$ cat config.mk
export PLATFORM = sky130hd
export DESIGN_NAME = sdram_avs_bridge_flat
export DESIGN_NICKNAME = d
export VERILOG_FILES = /design/src/rtl/sdram_avs_bridge_pkg.sv /design/src/rtl/sdram_avs_bridge_if.sv /design/src/rtl/sdram_sync_fifo.sv /design/src/rtl/sdram_avs_bridge.sv /design/src/flat_wrapper.sv
export SDC_FILE = /design/constraint.sdc
export NUM_CORES = 1
export LEC_CHECK = 0
export CELL_PAD_IN_SITES_DETAIL_PLACEMENT = 0
export CELL_PAD_IN_SITES_GLOBAL_PLACEMENT = 1
export CORE_MARGIN = 3
export CORE_UTILIZATION = 35
export DETAILED_ROUTE_END_ITERATION = 6
export HOLD_SLACK_MARGIN = 0.08
export PLACE_DENSITY = 0.73
export SLEW_MARGIN = 15
export SYNTH_ARGS = -nofsm -noshare
export SYNTH_HDL_FRONTEND = slang
export SYNTH_SLANG_ARGS = --single-unit
$ cat constraint.sdc
create_clock -name clk -period 4 [get_ports clk]
set_clock_uncertainty 0.1 [all_clocks]
set_input_delay 1.2 -clock clk [delete_from_list [all_inputs] [get_ports clk]]
set_output_delay 1.2 -clock clk [all_outputs]
set_load 0.05 [all_outputs]
$ cat src/rtl/sdram_avs_bridge_pkg.sv
// Shared SDRAM bridge types: Avalon-MM widths and the request-FIFO entry layout.
package sdram_avs_bridge_pkg;

  localparam int unsigned AVS_AW   = 24;
  localparam int unsigned AVS_DW   = 32;
  localparam int unsigned AVS_BYTE = AVS_DW / 8;

  typedef struct packed {
    logic                write;
    logic [AVS_AW-1:0]   address;
    logic [AVS_DW-1:0]   writedata;
    logic [AVS_BYTE-1:0] byteenable;
  } req_entry_t;

  localparam int unsigned REQ_W = $bits(req_entry_t);

  function automatic req_entry_t make_req(input logic                write,
                                          input logic [AVS_AW-1:0]   address,
                                          input logic [AVS_DW-1:0]   writedata,
                                          input logic [AVS_BYTE-1:0] byteenable);
    req_entry_t e;
    e.write      = write;
    e.address    = address;
    e.writedata  = writedata;
    e.byteenable = byteenable;
    return e;
  endfunction

endpackage

$ cat src/rtl/sdram_avs_bridge_if.sv
// Avalon-MM slave side plus access-controller request/response channels of the bridge.
interface sdram_avs_bridge_if;
  import sdram_avs_bridge_pkg::*;

  logic                avs_read;
  logic                avs_write;
  logic [AVS_AW-1:0]   avs_address;
  logic [AVS_DW-1:0]   avs_writedata;
  logic [AVS_BYTE-1:0] avs_byteenable;
  logic                avs_waitrequest;
  logic [AVS_DW-1:0]   avs_readdata;
  logic                avs_readdatavalid;

  logic                bus_req_valid;
  logic                bus_req_write;
  logic [AVS_AW-1:0]   bus_req_address;
  logic [AVS_DW-1:0]   bus_req_writedata;
  logic [AVS_BYTE-1:0] bus_req_byteenable;
  logic                bus_req_ready;

  logic                bus_resp_valid;
  logic [AVS_DW-1:0]   bus_resp_readdata;

  // Bridge view.
  modport slave (
    input  avs_read, avs_write, avs_address, avs_writedata, avs_byteenable,
    output avs_waitrequest, avs_readdata, avs_readdatavalid,
    output bus_req_valid, bus_req_write, bus_req_address, bus_req_writedata,
    output bus_req_byteenable,
    input  bus_req_ready,
    input  bus_resp_valid, bus_resp_readdata
  );

  // Environment view: Avalon master plus access controller.
  modport master (
    output avs_read, avs_write, avs_address, avs_writedata, avs_byteenable,
    input  avs_waitrequest, avs_readdata, avs_readdatavalid,
    input  bus_req_valid, bus_req_write, bus_req_address, bus_req_writedata,
    input  bus_req_byteenable,
    output bus_req_ready,
    output bus_resp_valid, bus_resp_readdata
  );

endinterface

$ cat src/rtl/sdram_sync_fifo.sv
// Single-clock show-ahead FIFO; rdata always presents the head entry. DEPTH must be a power of two.
module sdram_sync_fifo #(
  parameter int unsigned WIDTH = 8,
  parameter int unsigned DEPTH = 4
) (
  input  logic             clk,
  input  logic             reset,
  input  logic             push,
  input  logic [WIDTH-1:0] wdata,
  input  logic             pop,
  output logic [WIDTH-1:0] rdata,
  output logic             full,
  output logic             empty
);

  localparam int unsigned PTR_W = (DEPTH > 1) ? $clog2(DEPTH) : 1;
  localparam logic [PTR_W:0] FULL_CNT = (PTR_W + 1)'(DEPTH);

  logic [WIDTH-1:0] mem_q [DEPTH];
  logic [PTR_W-1:0] wr_ptr_q;
  logic [PTR_W-1:0] rd_ptr_q;
  logic [PTR_W:0]   count_q;
  logic             do_push;
  logic             do_pop;

  assign full    = (count_q == FULL_CNT);
  assign empty   = (count_q == '0);
  // Full blocks push even when a pop happens in the same cycle.
  assign do_push = push & ~full;
  assign do_pop  = pop & ~empty;
  assign rdata   = mem_q[rd_ptr_q];

  always_ff @(posedge clk) begin
    if (reset) begin
      wr_ptr_q <= '0;
      rd_ptr_q <= '0;
      count_q  <= '0;
    end else begin
      if (do_push) begin
        wr_ptr_q <= wr_ptr_q + 1'b1;
      end
      if (do_pop) begin
        rd_ptr_q <= rd_ptr_q + 1'b1;
      end
      case ({do_push, do_pop})
        2'b10:   count_q <= count_q + 1'b1;
        2'b01:   count_q <= count_q - 1'b1;
        default: count_q <= count_q;
      endcase
    end
  end

  always_ff @(posedge clk) begin
    if (do_push) begin
      mem_q[wr_ptr_q] <= wdata;
    end
  end

endmodule

$ cat src/rtl/sdram_avs_bridge.sv
// Avalon-MM slave to SDRAM access-controller bridge with in-order request FIFO and read tracking.
// Define SDRAM_AVS_RESP_REG_EN to register avs_readdata/avs_readdatavalid (one cycle of latency).
module sdram_avs_bridge
  import sdram_avs_bridge_pkg::*;
#(
  parameter int unsigned FIFO_DEPTH = 4,
  parameter int unsigned MAX_RD     = 4
) (
  input logic               clk,
  input logic               reset,
  input logic               init_done,
  sdram_avs_bridge_if.slave br
);

  localparam int unsigned CNT_W = $clog2(MAX_RD + 1);
  localparam logic [CNT_W-1:0] RD_LIMIT = CNT_W'(MAX_RD);

  logic             fifo_full;
  logic             fifo_empty;
  logic             waitrequest;
  logic             accept;
  logic             rd_accept;
  logic             resp_take;
  logic             pop;
  logic [CNT_W-1:0] rd_cnt_q;
  req_entry_t       push_entry;
  req_entry_t       head_entry;

  // Reset term keeps the master stalled while state is being cleared.
  assign waitrequest = reset | ~init_done | fifo_full |
                       (br.avs_read & ~br.avs_write & (rd_cnt_q == RD_LIMIT));
  assign accept      = (br.avs_read | br.avs_write) & ~waitrequest;
  assign rd_accept   = accept & br.avs_read & ~br.avs_write;
  // Responses with nothing outstanding are stray and get dropped.
  assign resp_take   = br.bus_resp_valid & (rd_cnt_q != '0);
  assign pop         = ~fifo_empty & br.bus_req_ready;

  assign push_entry  = make_req(br.avs_write, br.avs_address, br.avs_writedata,
                                br.avs_byteenable);

  sdram_sync_fifo #(
    .WIDTH (REQ_W),
    .DEPTH (FIFO_DEPTH)
  ) u_req_fifo (
    .clk   (clk),
    .reset (reset),
    .push  (accept),
    .wdata (push_entry),
    .pop   (pop),
    .rdata (head_entry),
    .full  (fifo_full),
    .empty (fifo_empty)
  );

  assign br.avs_waitrequest    = waitrequest;
  assign br.bus_req_valid      = ~fifo_empty;
  assign br.bus_req_write      = head_entry.write;
  assign br.bus_req_address    = head_entry.address;
  assign br.bus_req_writedata  = head_entry.writedata;
  assign br.bus_req_byteenable = head_entry.byteenable;

  always_ff @(posedge clk) begin
    if (reset) begin
      rd_cnt_q <= '0;
    end else if (rd_accept & ~resp_take) begin
      rd_cnt_q <= rd_cnt_q + 1'b1;
    end else if (~rd_accept & resp_take) begin
      rd_cnt_q <= rd_cnt_q - 1'b1;
    end
  end

`ifdef SDRAM_AVS_RESP_REG_EN
  logic [AVS_DW-1:0] readdata_q;
  logic              readdatavalid_q;

  always_ff @(posedge clk) begin
    if (reset) begin
      readdatavalid_q <= 1'b0;
      readdata_q      <= '0;
    end else begin
      readdatavalid_q <= resp_take;
      if (resp_take) begin
        readdata_q <= br.bus_resp_readdata;
      end
    end
  end

  assign br.avs_readdata      = readdata_q;
  assign br.avs_readdatavalid = readdatavalid_q;
`else
  assign br.avs_readdata      = br.bus_resp_readdata;
  assign br.avs_readdatavalid = resp_take;
`endif

endmodule

$ cat src/flat_wrapper.sv
// flat-port wrapper written by rule: the top's interface ports become plain ports
module sdram_avs_bridge_flat import sdram_avs_bridge_pkg::*;
#(
  parameter int unsigned FIFO_DEPTH = 4,
  parameter int unsigned MAX_RD     = 4
)
  (clk, reset, init_done, br_avs_read, br_avs_write, br_avs_address, br_avs_writedata, br_avs_byteenable, br_avs_waitrequest, br_avs_readdata, br_avs_readdatavalid, br_bus_req_valid, br_bus_req_write, br_bus_req_address, br_bus_req_writedata, br_bus_req_byteenable, br_bus_req_ready, br_bus_resp_valid, br_bus_resp_readdata);
  sdram_avs_bridge_if br_i ();
  input logic clk;
  input logic reset;
  input logic init_done;
  input wire logic [$bits(br_i.avs_read)-1:0] br_avs_read;
  input wire logic [$bits(br_i.avs_write)-1:0] br_avs_write;
  input wire logic [$bits(br_i.avs_address)-1:0] br_avs_address;
  input wire logic [$bits(br_i.avs_writedata)-1:0] br_avs_writedata;
  input wire logic [$bits(br_i.avs_byteenable)-1:0] br_avs_byteenable;
  output wire logic [$bits(br_i.avs_waitrequest)-1:0] br_avs_waitrequest;
  output wire logic [$bits(br_i.avs_readdata)-1:0] br_avs_readdata;
  output wire logic [$bits(br_i.avs_readdatavalid)-1:0] br_avs_readdatavalid;
  output wire logic [$bits(br_i.bus_req_valid)-1:0] br_bus_req_valid;
  output wire logic [$bits(br_i.bus_req_write)-1:0] br_bus_req_write;
  output wire logic [$bits(br_i.bus_req_address)-1:0] br_bus_req_address;
  output wire logic [$bits(br_i.bus_req_writedata)-1:0] br_bus_req_writedata;
  output wire logic [$bits(br_i.bus_req_byteenable)-1:0] br_bus_req_byteenable;
  input wire logic [$bits(br_i.bus_req_ready)-1:0] br_bus_req_ready;
  input wire logic [$bits(br_i.bus_resp_valid)-1:0] br_bus_resp_valid;
  input wire logic [$bits(br_i.bus_resp_readdata)-1:0] br_bus_resp_readdata;
  assign br_i.avs_read = br_avs_read;
  assign br_i.avs_write = br_avs_write;
  assign br_i.avs_address = br_avs_address;
  assign br_i.avs_writedata = br_avs_writedata;
  assign br_i.avs_byteenable = br_avs_byteenable;
  assign br_avs_waitrequest = br_i.avs_waitrequest;
  assign br_avs_readdata = br_i.avs_readdata;
  assign br_avs_readdatavalid = br_i.avs_readdatavalid;
  assign br_bus_req_valid = br_i.bus_req_valid;
  assign br_bus_req_write = br_i.bus_req_write;
  assign br_bus_req_address = br_i.bus_req_address;
  assign br_bus_req_writedata = br_i.bus_req_writedata;
  assign br_bus_req_byteenable = br_i.bus_req_byteenable;
  assign br_i.bus_req_ready = br_bus_req_ready;
  assign br_i.bus_resp_valid = br_bus_resp_valid;
  assign br_i.bus_resp_readdata = br_bus_resp_readdata;
  sdram_avs_bridge #(.FIFO_DEPTH(FIFO_DEPTH), .MAX_RD(MAX_RD)) u_core (.clk(clk), .reset(reset), .init_done(init_done), .br(br_i));
endmodule
# --- Yosys cells after proc, flatten, opt, wreduce, memory -nomap -nowiden ---
# Memory sizes are Yosys's and may differ from the RTL's. A register that Yosys moved wholly into a read port is not among the register bits.
# Cells that the tools add are included.
op_classes:
  eq_ne: 4
  n_reduce_logical: 4
  n_mux: 7
  n_addsub: 6
  bitwise: 22
ops:
  columns: ["cell", "n"]
  rows:
  - ["$and A1 B1 Y1", 11]
  - ["$not A1 Y1", 7]
  - ["$add A3 B1 Y3 const B", 2]
  - ["$eq A3 B3 Y1 const B", 2]
  - ["$mux W3", 2]
  - ["$pmux W3 S2", 1]
  - ["$sub A3 B1 Y3 const B", 2]
  - ["$add A2 B1 Y2 const B", 2]
  - ["$mux W2", 2]
  - ["$or A1 B1 Y1", 4]
  - ["$reduce_bool A2 Y1", 2]
  - ["$logic_not A3 Y1", 1]
  - ["$reduce_bool A3 Y1", 1]
  - ["$eq A2 B1 Y1 const B", 1]
  - ["$eq A2 B2 Y1 const B", 1]
  - ["$mux W1", 2]
totals:
  n_memories: 1
  input_bits: 99
  ff_bits: 10
  ram_bits: 244
memory_table:
  columns: ["memory", "depth", "width", "read_ports", "rd_clocked_by_memory_dff", "write_ports", "line_no", "rtl"]
  rows:
  - ["u_core.u_req_fifo.mem_q", 4, 61, 1, 1, 1, "sdram_sync_fifo.sv:19", "logic [WIDTH-1:0] mem_q [DEPTH];"]

# --- Logic depth before layout (Yosys ltp) ---
# Gate-level depths: netlist (run 1).
depth:
  word_depth: 12
  mapped_depth: 11
  mapped_depth_nobuf: 11

# --- By module ---
# A second synthesis (run 1) with hierarchy kept.
hier_totals:
  hier_cells: 431
  hier_area_um2: 9808.2
by_module_without_submodules:
  columns: ["mod", "n_inst", "cells_per_inst", "area_per_inst_um2"]
  rows:
  - ["sdram_sync_fifo", 1, 373, 9345.2]
  - ["sdram_avs_bridge", 1, 58, 462.9]

# --- Worst setup path before layout (run 1) ---
# OpenSTA, ideal clock, no wires.
synth_timing:
  kind: "input to register"
  start: "input br_avs_read"
  end: "memory u_core.u_req_fifo.mem_q[3][0] (netlist name), enable pin"
  arrival_ps: 3264
  setup_time_ps: 425
  stages: 3
  n_path_buf: 0
  required_time_ps: 3475
  setup_slack_ps: 211
  path_cell_list: "nor2b_4 -> a311oi_4 -> and3_1"
synth_between:
  elab_chain_len: 8
synth_lines:
  columns: ["item", "line_no", "rtl"]
  rows:
  - ["start, declared", "flat_wrapper.sv:12", "input wire logic [$bits(br_i.avs_read)-1:0] br_avs_read;"]
  - ["$and A1 B1 Y1 (2 in a row)", "sdram_avs_bridge.sv:31", "(br.avs_read & ~br.avs_write & (rd_cnt_q == RD_LIMIT));"]
  - ["$or A1 B1 Y1", "sdram_avs_bridge.sv:30", "assign waitrequest = reset | ~init_done | fifo_full |"]
  - ["$not A1 Y1", "sdram_avs_bridge.sv:32", "assign accept = (br.avs_read | br.avs_write) & ~waitrequest;"]
  - ["$and A1 B1 Y1 (*)", "sdram_avs_bridge.sv:32", null]
  - ["$and A1 B1 Y1 (*)", "sdram_sync_fifo.sv:29", "assign do_push = push & ~full;"]
  - ["$mux W1 (*)", "sdram_sync_fifo.sv:54", "if (do_push) begin"]
  - ["$mux W1 (not written as such) (*)", "sdram_sync_fifo.sv:55", "mem_q[wr_ptr_q] <= wdata;"]
  - ["end, declared", "sdram_sync_fifo.sv:19", null]
# Every way passes the cells marked *; elsewhere a longest branch is shown, timed or not.

==> results.md, run 1 <==
* HPWL after detailed placement at 11,500 um
* Diodes inserted at 0
* Final Max Slew Viols at 0
* # IOs at 195
* Number of levels in the clock H-tree at 1
* Antenna-violating nets left at 0
* Core region area at 27,200 um2
* Quantity of gates resized following cts at 0
* Filler instances at 2,283
* Outcome: finished, final reports clean
* Fin cells at 947
* Number of antenna violations at the first check in global routing at 1
* Dominant synthesized flop cell: edfxtp_1
* Number of flops mapped to enable cells by yosys at 244
* Share of layout cells above drive strength 1 at 24.0%
* Root Driver: clkbuf_16
* Share of the yosys chip area belonging to registers at roughly 78%
* Wire length per cell after detailed routing at 20.0 um
* X dimension of the die at 173 um
* Share of the synthesized area in compound gates (AO/OA/AOI/OAI) at 0.873%
* Origin of the worst min-delay path: u_core.u_req_fifo.rd_ptr_q[1]$_SDFFE_PP0P_
* Rel. slew slack at 62.2%
* Crit path launch type: flop
* Largest fanout on the critical path at 32
* Yosys warnings at 0
* Number of setup buffers added after CTS at 0
* DIE HEIGHT at 173 um
* Count of port buffers added during placement at 130
* Final worst path period share at 94.3%
* Maximum ir drop on the vdd rail at approximately 0.53 mV
* Via density per instance at 4.73
* Total nets after synthesis at 532
* Maximum number of pins on one net before global-route repair at 43
* Slew at the pin closest to its max-slew limit at 0.565 ns
* Detailed Routing Iterations Pass 1 at 4
* Post-synthesis instance area at between 9000 and 10,000 um2
* Hold violation total from the final report at 0
* Maximum buffer depth of the clock tree at 3
* Final core utilization at 45.7%
* Largest family of logic cells by synthesized area: multiplexers
* Area fraction in and, or, nand and nor cells after synthesis at 1.61%
* GRT busiest layer: met2
* Post-detailed-route DRC marker count at 0
* DRC violation total after the first TritonRoute iteration at 311
* Met3 Track Usage GR at around 3.6%
* Post-synthesis register bit count at approximately 260
* Launch instance of the worst register-to-register path: u_core.rd_cnt_q[0]$_SDFFE_PP0P_
* Yosys cell types at 32
* Via count of the first global-routing pass at 5,107
* Placer Congestion at 0.735
* Leakage dissipation at 3.93 nW
* Share of cell area taken by muxes after synthesis at 14.2%
* Number of standard-cell rows in the floorplan at 60
* Max frequency at 0.265 GHz
* Placed cell area at around 11,000 um2
* Reg2reg end: u_core.rd_cnt_q[2]$_SDFFE_PP0P_
* Syn_area_per_cell at 22.9 um2
* Reg-to-reg setup timing slack at 1.46 ns
* Clock tree from TritonCTS: done
* Cell area after layout at ~12,000 um2
* RSZ-0062 raised after global routing: false
* Power density cells at ~640 nW/um2
* Number of hold buffers added after CTS at 0
* Share of the synthesized netlist area taken by xor and xnor gates at 0.539%
* GRT Util Overall at 12.6%
* Post-Synth Adder-Cell Area at about 1.2%
* M1 GR Usage at 15.8%
* Sum of negative setup slack at 0 ns
* Number of cells traversed by the worst hold path at 2
* Post-synthesis async set-or-reset flop share at 0%
* Path category of the worst min-delay check: flop to flop
* Data arrival time at the worst-slack endpoint at 2.47 ns
* GR Util met2 at 21.5%
* Nets at 660
* Clock latency of the later-clocked register in the worst-skew pair at between 0.5 and 0.6 ns
* Sink count of the clock tree at 256
* Cells after Synth at 425
* Starting density of the core at between 30% and 40%
* Wire length reported by the detailed router at 18,900 um
* Global route total overflow at 0
* Final count of negative-setup-slack endpoints at 0
* First-pass GRT wire length at 29,600 um
* Number of buffers added by the clock tree synthesis step at 28
* Setup Crit Path Kind: flop to output pin
* Worst setup EP type: output pin
* Minimum period implied by the final worst setup slack at 3.77 ns
* Vias at 4,476
* Die area at 29,900 um2
* CP required at 2.70 ns
* Area growth syn-to-layout at 27.6%
* Clk slew on worst S/H paths at approximately 0.06 ns
* Number of cell instances on the worst register-to-register path at 9
* Max capacitance violation total at 0
* Instance count after placement with tap cells included at roughly 900
==> state kept, by name, indices dropped and copies added, names as in the netlist, named ones only <==
register                    cells
u_core.u_req_fifo.rd_ptr_q      2
u_core.u_req_fifo.count_q       3
u_core.u_req_fifo.mem_q       244
u_core.u_req_fifo.wr_ptr_q      2
u_core.rd_cnt_q                 3
==> worst max-delay path by stage <==
stage,start,end,slack [ns],cells past startpoint
after floorplan,br_avs_read,u_core.u_req_fifo.mem_q[3][0]$_DFFE_PP_,0.21,3
final,flop,br_bus_req_address[23],0.23,3
after global placement,br_avs_write,u_core.rd_cnt_q[2]$_SDFFE_PP0P_,0.25,10
after global routing,flop,br_bus_req_address[15],0.11,3
after detailed placement,br_avs_read,u_core.rd_cnt_q[2]$_SDFFE_PP0P_,0.13,10
after CTS,flop,br_bus_req_address[15],0.15,3
==> layer usage <==
layer  part of all wire, %  up-vias  wire length (um)
met5                 0.090        -                17
met4                   1.8        2               341
met3                   6.7       38              1260
met2                    50      134              9540
met1                    41     2335              7760
li1                      -     1967                 -
==> metrics by stage <==
| stage | power (mW) | hold slack, ns | worst slack (ns) |
|---|---|---|---|
| global route | 8.30 | 0.473 | 0.106 |
| finish | 7.97 | 0.427 | 0.226 |
| floorplan | 4.77 | 0.374 | 0.211 |
| CTS | 8.10 | 0.439 | 0.146 |
| global placement | 5.33 | 0.386 | 0.250 |
| detailed placement | 5.37 | 0.430 | 0.127 |
==> kinds of logic (layout without fill, tap and decap cells) <==
logic type,count (synthesis),count (layout)
xor+xnor,6,6
fa+ha+maj,8,8
simple gates,26,26
flops,256,256
mux,62,62
buf+inv,56,206
compound gates,11,11
==> critical path, cell delays in order, from the launching register on <==
cell and delay, ns:
dfxtp_4 0.37, buf_12 0.27, mux4_2 0.58, clkdlybuf4s50_1 0.72
==> cell usage after synthesis (all sizes together) (2+ instances only) <==
cell	instances	area, um2
edfxtp	244	7330
mux4	61	1370
buf	46	347
dfxtp	12	240
nor2	11	41.3
inv	9	33.8
ha	6	75.1
xor2	5	43.8
a21oi	4	20.0
and3	4	28.8
o21ai	3	15.0
or3	3	18.8
fa	2	40.0
nand3	2	10.0
o31ai	2	15.0
==> layout by cell type, fill, tap and decap left out, types with 3 or more instances in the layout <==
master,netlist,layout
inv_1,8,8
xor2_1,5,5
nor2_1,11,11
clkinv_1,0,4
mux4_2,61,61
edfxtp_1,244,244
ha_1,6,6
bufinv_16,0,6
buf_4,32,6
buf_12,0,11
clkbuf_16,0,29
dfxtp_1,12,10
or3_1,3,3
clkinv_2,0,9
a21oi_1,4,4
clkdlybuf4s50_1,0,128
and3_4,0,4
==> where the power goes <==
group	internal, mW	leakage (nW)	switching (mW)
clock	1.71	0.492	0.990
combinational	0.878	1.13	1.28
sequential	3.05	2.31	0.0636
==> final cells by class <==
type	count	area, um2	area share (%)
timing repair buffer	145	1550	12.4
clock buffer	30	729	5.87
sequential	256	7570	60.9
tap	372	465	3.74
clock inverter	22	272	2.18
multi-input combinational	113	1810	14.6
inverter	9	33.8	0.272
(Power assumes the default switching activity.)
==> run 2: changes to the inputs <==
--- a/config.mk
+++ b/config.mk
@@ -8,10 +8,10 @@
 export CELL_PAD_IN_SITES_DETAIL_PLACEMENT = 0
 export CELL_PAD_IN_SITES_GLOBAL_PLACEMENT = 1
 export CORE_MARGIN = 3
-export CORE_UTILIZATION = 35
+export CORE_UTILIZATION = 44
 export DETAILED_ROUTE_END_ITERATION = 6
 export HOLD_SLACK_MARGIN = 0.08
-export PLACE_DENSITY = 0.73
+export PLACE_DENSITY = 0.87
 export SLEW_MARGIN = 15
 export SYNTH_ARGS = -nofsm -noshare
 export SYNTH_HDL_FRONTEND = slang
==> results.md, run 2 (same netlist as run 1, synthesis figures left out) <==
* Outcome: finished, final reports clean
* Top flop regs: u_core.u_req_fifo.mem_q (244), u_core.rd_cnt_q (3), u_core.u_req_fifo.count_q (3)
* Number of hold buffers added after CTS at 0
* Nets at 659
* Filler instances at 1,577
* Diodes inserted at 0
* Leakage dissipation at 3.87 nW
* Root Driver: clkbuf_16
* Most frequent cells in the layout: 244 x edfxtp_1, 123 x clkdlybuf4s50_1, 61 x mux4_2
* Final count of negative-setup-slack endpoints at 0
* DIE HEIGHT at 155 um
* Final Max Slew Viols at 0
* GRT Util Overall at 14.8%
* Max frequency at 0.258 GHz
* RSZ-0062 raised after global routing: false
* HPWL after detailed placement at 10,900 um
* Instance count after placement with tap cells included at 798
* Fin cells at around 850
* Global route total overflow at 0
* X dimension of the die at roughly 150 um
* Number of cells traversed by the worst hold path at 2
* Slew at the pin closest to its max-slew limit at 0.539 ns
* Antenna-violating nets left at 0
* Area growth syn-to-layout at 24.2%
* Register with the most flip-flops: u_core.u_req_fifo.mem_q
* Share of layout cells above drive strength 1 at 21.6%
* Worst setup EP type: output pin
* Detailed Routing Iterations Pass 1 at 4
* Rel. slew slack at 63.9%
* Most common library cell in the layout ignoring fill and taps: edfxtp_1
* Number of cell instances on the worst register-to-register path at 9
* Maximum buffer depth of the clock tree at 3
* Number of flip-flops under the largest register name at 244
* Number of buffers added by the clock tree synthesis step at 27
* Hold violation total from the final report at 0
* # IOs at slightly below 200
* Number of levels in the clock H-tree at 1
* Clock tree from TritonCTS: done
* Minimum period implied by the final worst setup slack at 3.87 ns
* Placer Congestion at 0.729
* Number of standard-cell rows in the floorplan at 53
* Clk slew on worst S/H paths at 0.06 ns
* Sink count of the clock tree at 256
* Crit path launch type: flop
* Multi-input gate area in the final layout at around 1800 um2
* Cell area after layout at approximately 12,000 um2
* Placed cell area at 11,300 um2
* Count of port buffers added during placement at 130
* Starting density of the core at 45.5%
* Core region area at 21,400 um2
* Post-detailed-route DRC marker count at 0
* Path category of the worst min-delay check: flop to flop
* Final worst path period share at 96.8%
* CP required at 2.70 ns
* Number of antenna violations at the first check in global routing at 0
* Sum of negative setup slack at 0 ns
* DRC violation total after the first TritonRoute iteration at 315
* Maximum number of pins on one net before global-route repair at 38
* Power density cells at roughly 620 nW/um2
* Via density per instance at 5.32
* Die area at 24,000 um2
* Wire length reported by the detailed router at 17,700 um
* First-pass GRT wire length at 27,800 um
* Data arrival time at the worst-slack endpoint at 2.57 ns
* Final core utilization at 56.5%
* Vias at approximately 4.5k
* Largest fanout on the critical path at 12
* Worst setup margin at 0.130 ns
* Setup Crit Path Kind: flop to output pin
* Dpl ws at 0.125 ns
* Max capacitance violation total at 0
* Clock latency of the later-clocked register in the worst-skew pair at slightly above 0.5 ns
* FF/Latch Area at 7570 um2
* Wire length per cell after detailed routing at between 20 and 25 um
* Maximum ir drop on the vdd rail at roughly 0.49 mV
* Via count of the first global-routing pass at 5,029
-- run 2: cell types whose count changed in the layout (fill, tap and decap cells not counted), sizes merged --
cell	delta
clkbuf	+6
clkdlybuf4s50	-5
clkinv	-5
dlymetal6s2s	+5
bufinv	-4
clkinvlp	-2
-- run 2: area by class of cell --
| type | count | share of cell area (%) |
|---|---|---|
| Clock buffer | 36 | 5.86 |
| Multi-Input combinational cell | 113 | 15.0 |
| Tap cell | 275 | 2.84 |
| Inverter | 9 | 0.279 |
| Clock inverter | 11 | 0.869 |
| Timing Repair Buffer | 145 | 12.6 |
| Sequential cell | 256 | 62.6 |
-- run 2: critical path, cell delays in order, from the launching register on --
cell             delay, ns
dfxtp_4               0.48
buf_4                 0.31
mux4_2                0.55
clkdlybuf4s50_1       0.72
-- run 2: per-stage QoR --
step                      hold WS, ns  power [mW]
after CTS                       0.420        7.66
after floorplan                 0.374        4.77
after global routing            0.441        7.86
after global placement          0.385        5.32
final                           0.424        7.56
after detailed placement        0.411        5.35
-- run 2: path summary, 6_finish.rpt --
check	from	end	slack, ns
setup / recovery	flop	br_bus_req_address[1]	0.13
hold / removal	u_core.u_req_fifo.count_q[2]$_SDFFE_PP0P_	u_core.u_req_fifo.count_q[2]$_SDFFE_PP0P_	0.42
setup reg to reg	u_core.rd_cnt_q[0]$_SDFFE_PP0P_	u_core.rd_cnt_q[2]$_SDFFE_PP0P_	1.50
hold reg to reg	u_core.u_req_fifo.count_q[2]$_SDFFE_PP0P_	u_core.u_req_fifo.count_q[2]$_SDFFE_PP0P_	0.42
-- run 2: metal layers --
| layer | part of all wire, % | wire length (um) | global-route usage [%] |
|---|---|---|---|
| met1 | 41 | 7200 | 19.6 |
| met3 | 6.7 | 1190 | 3.33 |
| met2 | 50 | 8910 | 24.9 |
| met5 | 0 | 0 | 0 |
| met4 | 2.0 | 356 | 4.21 |
-- run 2: repair_timing --
item	in CTS	in global routing
buffers inserted	0	0
resized for setup	0	5
setup endpoints to repair	0	5
-- run 2: where the power goes --
part	total, mW	internal (mW)	switching, mW	leakage (nW)
sequential	3.14	3.05	0.0887	2.31
clock	2.29	1.36	0.926	0.393
combinational	2.12	0.876	1.25	1.17
==> run 3: changes to the inputs <==
--- a/config.mk
+++ b/config.mk
@@ -5,10 +5,8 @@
 export SDC_FILE = /design/constraint.sdc
 export NUM_CORES = 1
 export LEC_CHECK = 0
-export CELL_PAD_IN_SITES_DETAIL_PLACEMENT = 0
-export CELL_PAD_IN_SITES_GLOBAL_PLACEMENT = 1
 export CORE_MARGIN = 3
-export CORE_UTILIZATION = 44
+export CORE_UTILIZATION = 51
 export DETAILED_ROUTE_END_ITERATION = 6
 export HOLD_SLACK_MARGIN = 0.08
 export PLACE_DENSITY = 0.87
==> results.md, run 3 (same netlist as run 1, synthesis figures left out) <==
* Outcome: finished, final reports clean
* Wire length per cell after detailed routing at around 22 um
* DIE HEIGHT at 144 um
* Sink count of the clock tree at ~260
* Filler instances at 1,141
* CP required at 2.70 ns
* Number of buffers and inverters on the critical path at 2
* Most frequent cells in the layout: 244 x edfxtp_1, 112 x clkdlybuf4s50_1, 61 x mux4_2
* Slew at the pin closest to its max-slew limit at 0.595 ns
* Power density cells at 636 nW/um2
* Worst setup EP type: output pin
* FF/Latch Area at around 7600 um2
* Data arrival time at the worst-slack endpoint at 2.58 ns
* Part of the power in combinational logic at 27.6%
* # IOs at between 150 and 200
* Hold violation total from the final report at 0
* Most common library cell in the layout ignoring fill and taps: edfxtp_1
* Fin cells at 798
* Core region area at around 18,000 um2
* Nets at about 660
* Crit-path leading delay family: buffers and inverters
* Path category of the worst min-delay check: flop to flop
* Vias at 4,525
* Root Driver: clkbuf_16
* Sum of negative setup slack at 0 ns
* First-pass GRT wire length at 27,400 um
* Via count of the first global-routing pass at 4,900
* Number of setup buffers added after CTS at 0
* Final count of negative-setup-slack endpoints at 0
* Clock tree from TritonCTS: done
* Instance count after placement with tap cells included at 752
* X dimension of the die at about 140 um
* Clock share of power at approximately a third
* Top flop regs: u_core.u_req_fifo.mem_q (244), u_core.rd_cnt_q (3), u_core.u_req_fifo.count_q (3)
* Wire length reported by the detailed router at 17,800 um
* Antenna-violating nets left at 0
* Critical Path, Cell by Cell: buf_12, mux4_2, clkdlybuf4s50_1
* RSZ-0062 raised after global routing: false
* Maximum single-stage delay on the critical path at roughly 0.72 ns
* Count of port buffers added during placement at 130
* Crit path launch type: flop
* DRC violation total after the first TritonRoute iteration at about 270
* Detailed Routing Iterations Pass 1 at 5
* Cell Int Power at between 5 and 6 mW
* Setup Crit Path Kind: flop to output pin
* Cell area after layout at between 10,000 and 15,000 um2
* Placed cell area at 11,200 um2
* Global route total overflow at 0
* Die area at 20,800 um2
* Maximum number of pins on one net before global-route repair at 41
* Multi-input gate area in the final layout at between 1500 and 2000 um2
* Max frequency at around 0.26 GHz
* Max capacitance violation total at 0
* Switching share of total power at 29.4%
* Minimum period implied by the final worst setup slack at 3.88 ns
* Number of hold buffers added after CTS at 0
* Final Max Slew Viols at 0
* Number of buffers added by the clock tree synthesis step at 25
* Area growth syn-to-layout at 24.5%
* Quantity of gates resized following cts at 0
* Slowest CP cell: clkdlybuf4s50_1
* Placer Congestion at 0.719
* Number of antenna violations at the first check in global routing at 0
* Clk slew on worst S/H paths at 0.06 ns
* Number of flip-flops under the largest register name at 244
* GRT Util Overall at between 10% and 20%
* Rel. slew slack at 60.3%
* Maximum buffer depth of the clock tree at 3
* HPWL after detailed placement at 11,100 um
* Clock latency of the later-clocked register in the worst-skew pair at 0.50 ns
* Sw Pwr at roughly 2.3 mW
* Maximum ir drop on the vdd rail at approximately 0.41 mV
* Largest fanout on the critical path at 32
* Leakage dissipation at around 4.0 nW
* Sequential power share at 40.6%
* Starting density of the core at 53.0%
* Number of standard-cell rows in the floorplan at 49
* Final worst path period share at between 90% and 100%
* Via density per instance at 5.67
* Number of levels in the clock H-tree at 1
* Register with the most flip-flops: u_core.u_req_fifo.mem_q
* Share of layout cells above drive strength 1 at approximately 23%
* Post-detailed-route DRC marker count at 0
## run 3: layer usage
metal / GRT usage (%) / wire [um] / up-vias
li1: - / - / 1963
met1: 22.4 / 6990 / 2345
met2: 29.8 / 9090 / 158
met3: 3.31 / 1170 / 59
met4: 5.35 / 525 / 0
met5: 0 / 0 / -
## run 3: power groups by stage
stage	logic (mW)	registers, mW	clock network [mW]
floorplan	1.62	3.14	0
global placement	2.12	3.18	0
detailed placement	2.16	3.19	0
CTS	2.17	3.13	2.51
global route	2.24	3.15	2.62
finish	2.13	3.13	2.45
## run 3: area by class of cell
| cell class | count | area share, % |
|---|---|---|
| Sequential cell | 256 | 62.4 |
| Multi-Input combinational cell | 113 | 14.8 |
| Timing Repair Buffer | 145 | 12.9 |
| Clock buffer | 26 | 5.19 |
| Tap cell | 229 | 2.36 |
| Clock inverter | 19 | 2.01 |
| Inverter | 9 | 0.279 |
| Antenna cell | 1 | 0.0206 |
## run 3: metrics by stage
step                util [%]  hold WS (ns)  worst slack, ns  power, mW
floorplan                  -         0.374            0.211       4.77
global placement        61.0         0.383            0.261       5.30
detailed placement      61.0         0.409            0.172       5.35
CTS                     65.7         0.445           0.0339       7.81
global route            65.9         0.468         0.000245       8.00
finish                  65.9         0.430            0.117       7.72
## run 3: worst paths after layout
check | startpoint | to | slack, ns | cells past startpoint
worst min-delay path | u_core.u_req_fifo.rd_ptr_q[1]$_SDFFE_PP0P_ | flop | 0.43 | 2
worst max-delay path | flop | br_bus_req_writedata[14] | 0.12 | 3
worst max register to register | u_core.rd_cnt_q[0]$_SDFFE_PP0P_ | u_core.rd_cnt_q[2]$_SDFFE_PP0P_ | 1.47 | 9
worst min register to register | u_core.u_req_fifo.rd_ptr_q[1]$_SDFFE_PP0P_ | flop | 0.43 | 2
## run 3: worst register-to-register path, delay by kind of cell (launching register included)
kind            cells  cell delay, ns
simple gates        3            0.63
xor+xnor            1            0.18
flops               1            0.41
fa+ha+maj           2            0.60
buf+inv             1            0.07
compound gates      2            0.47
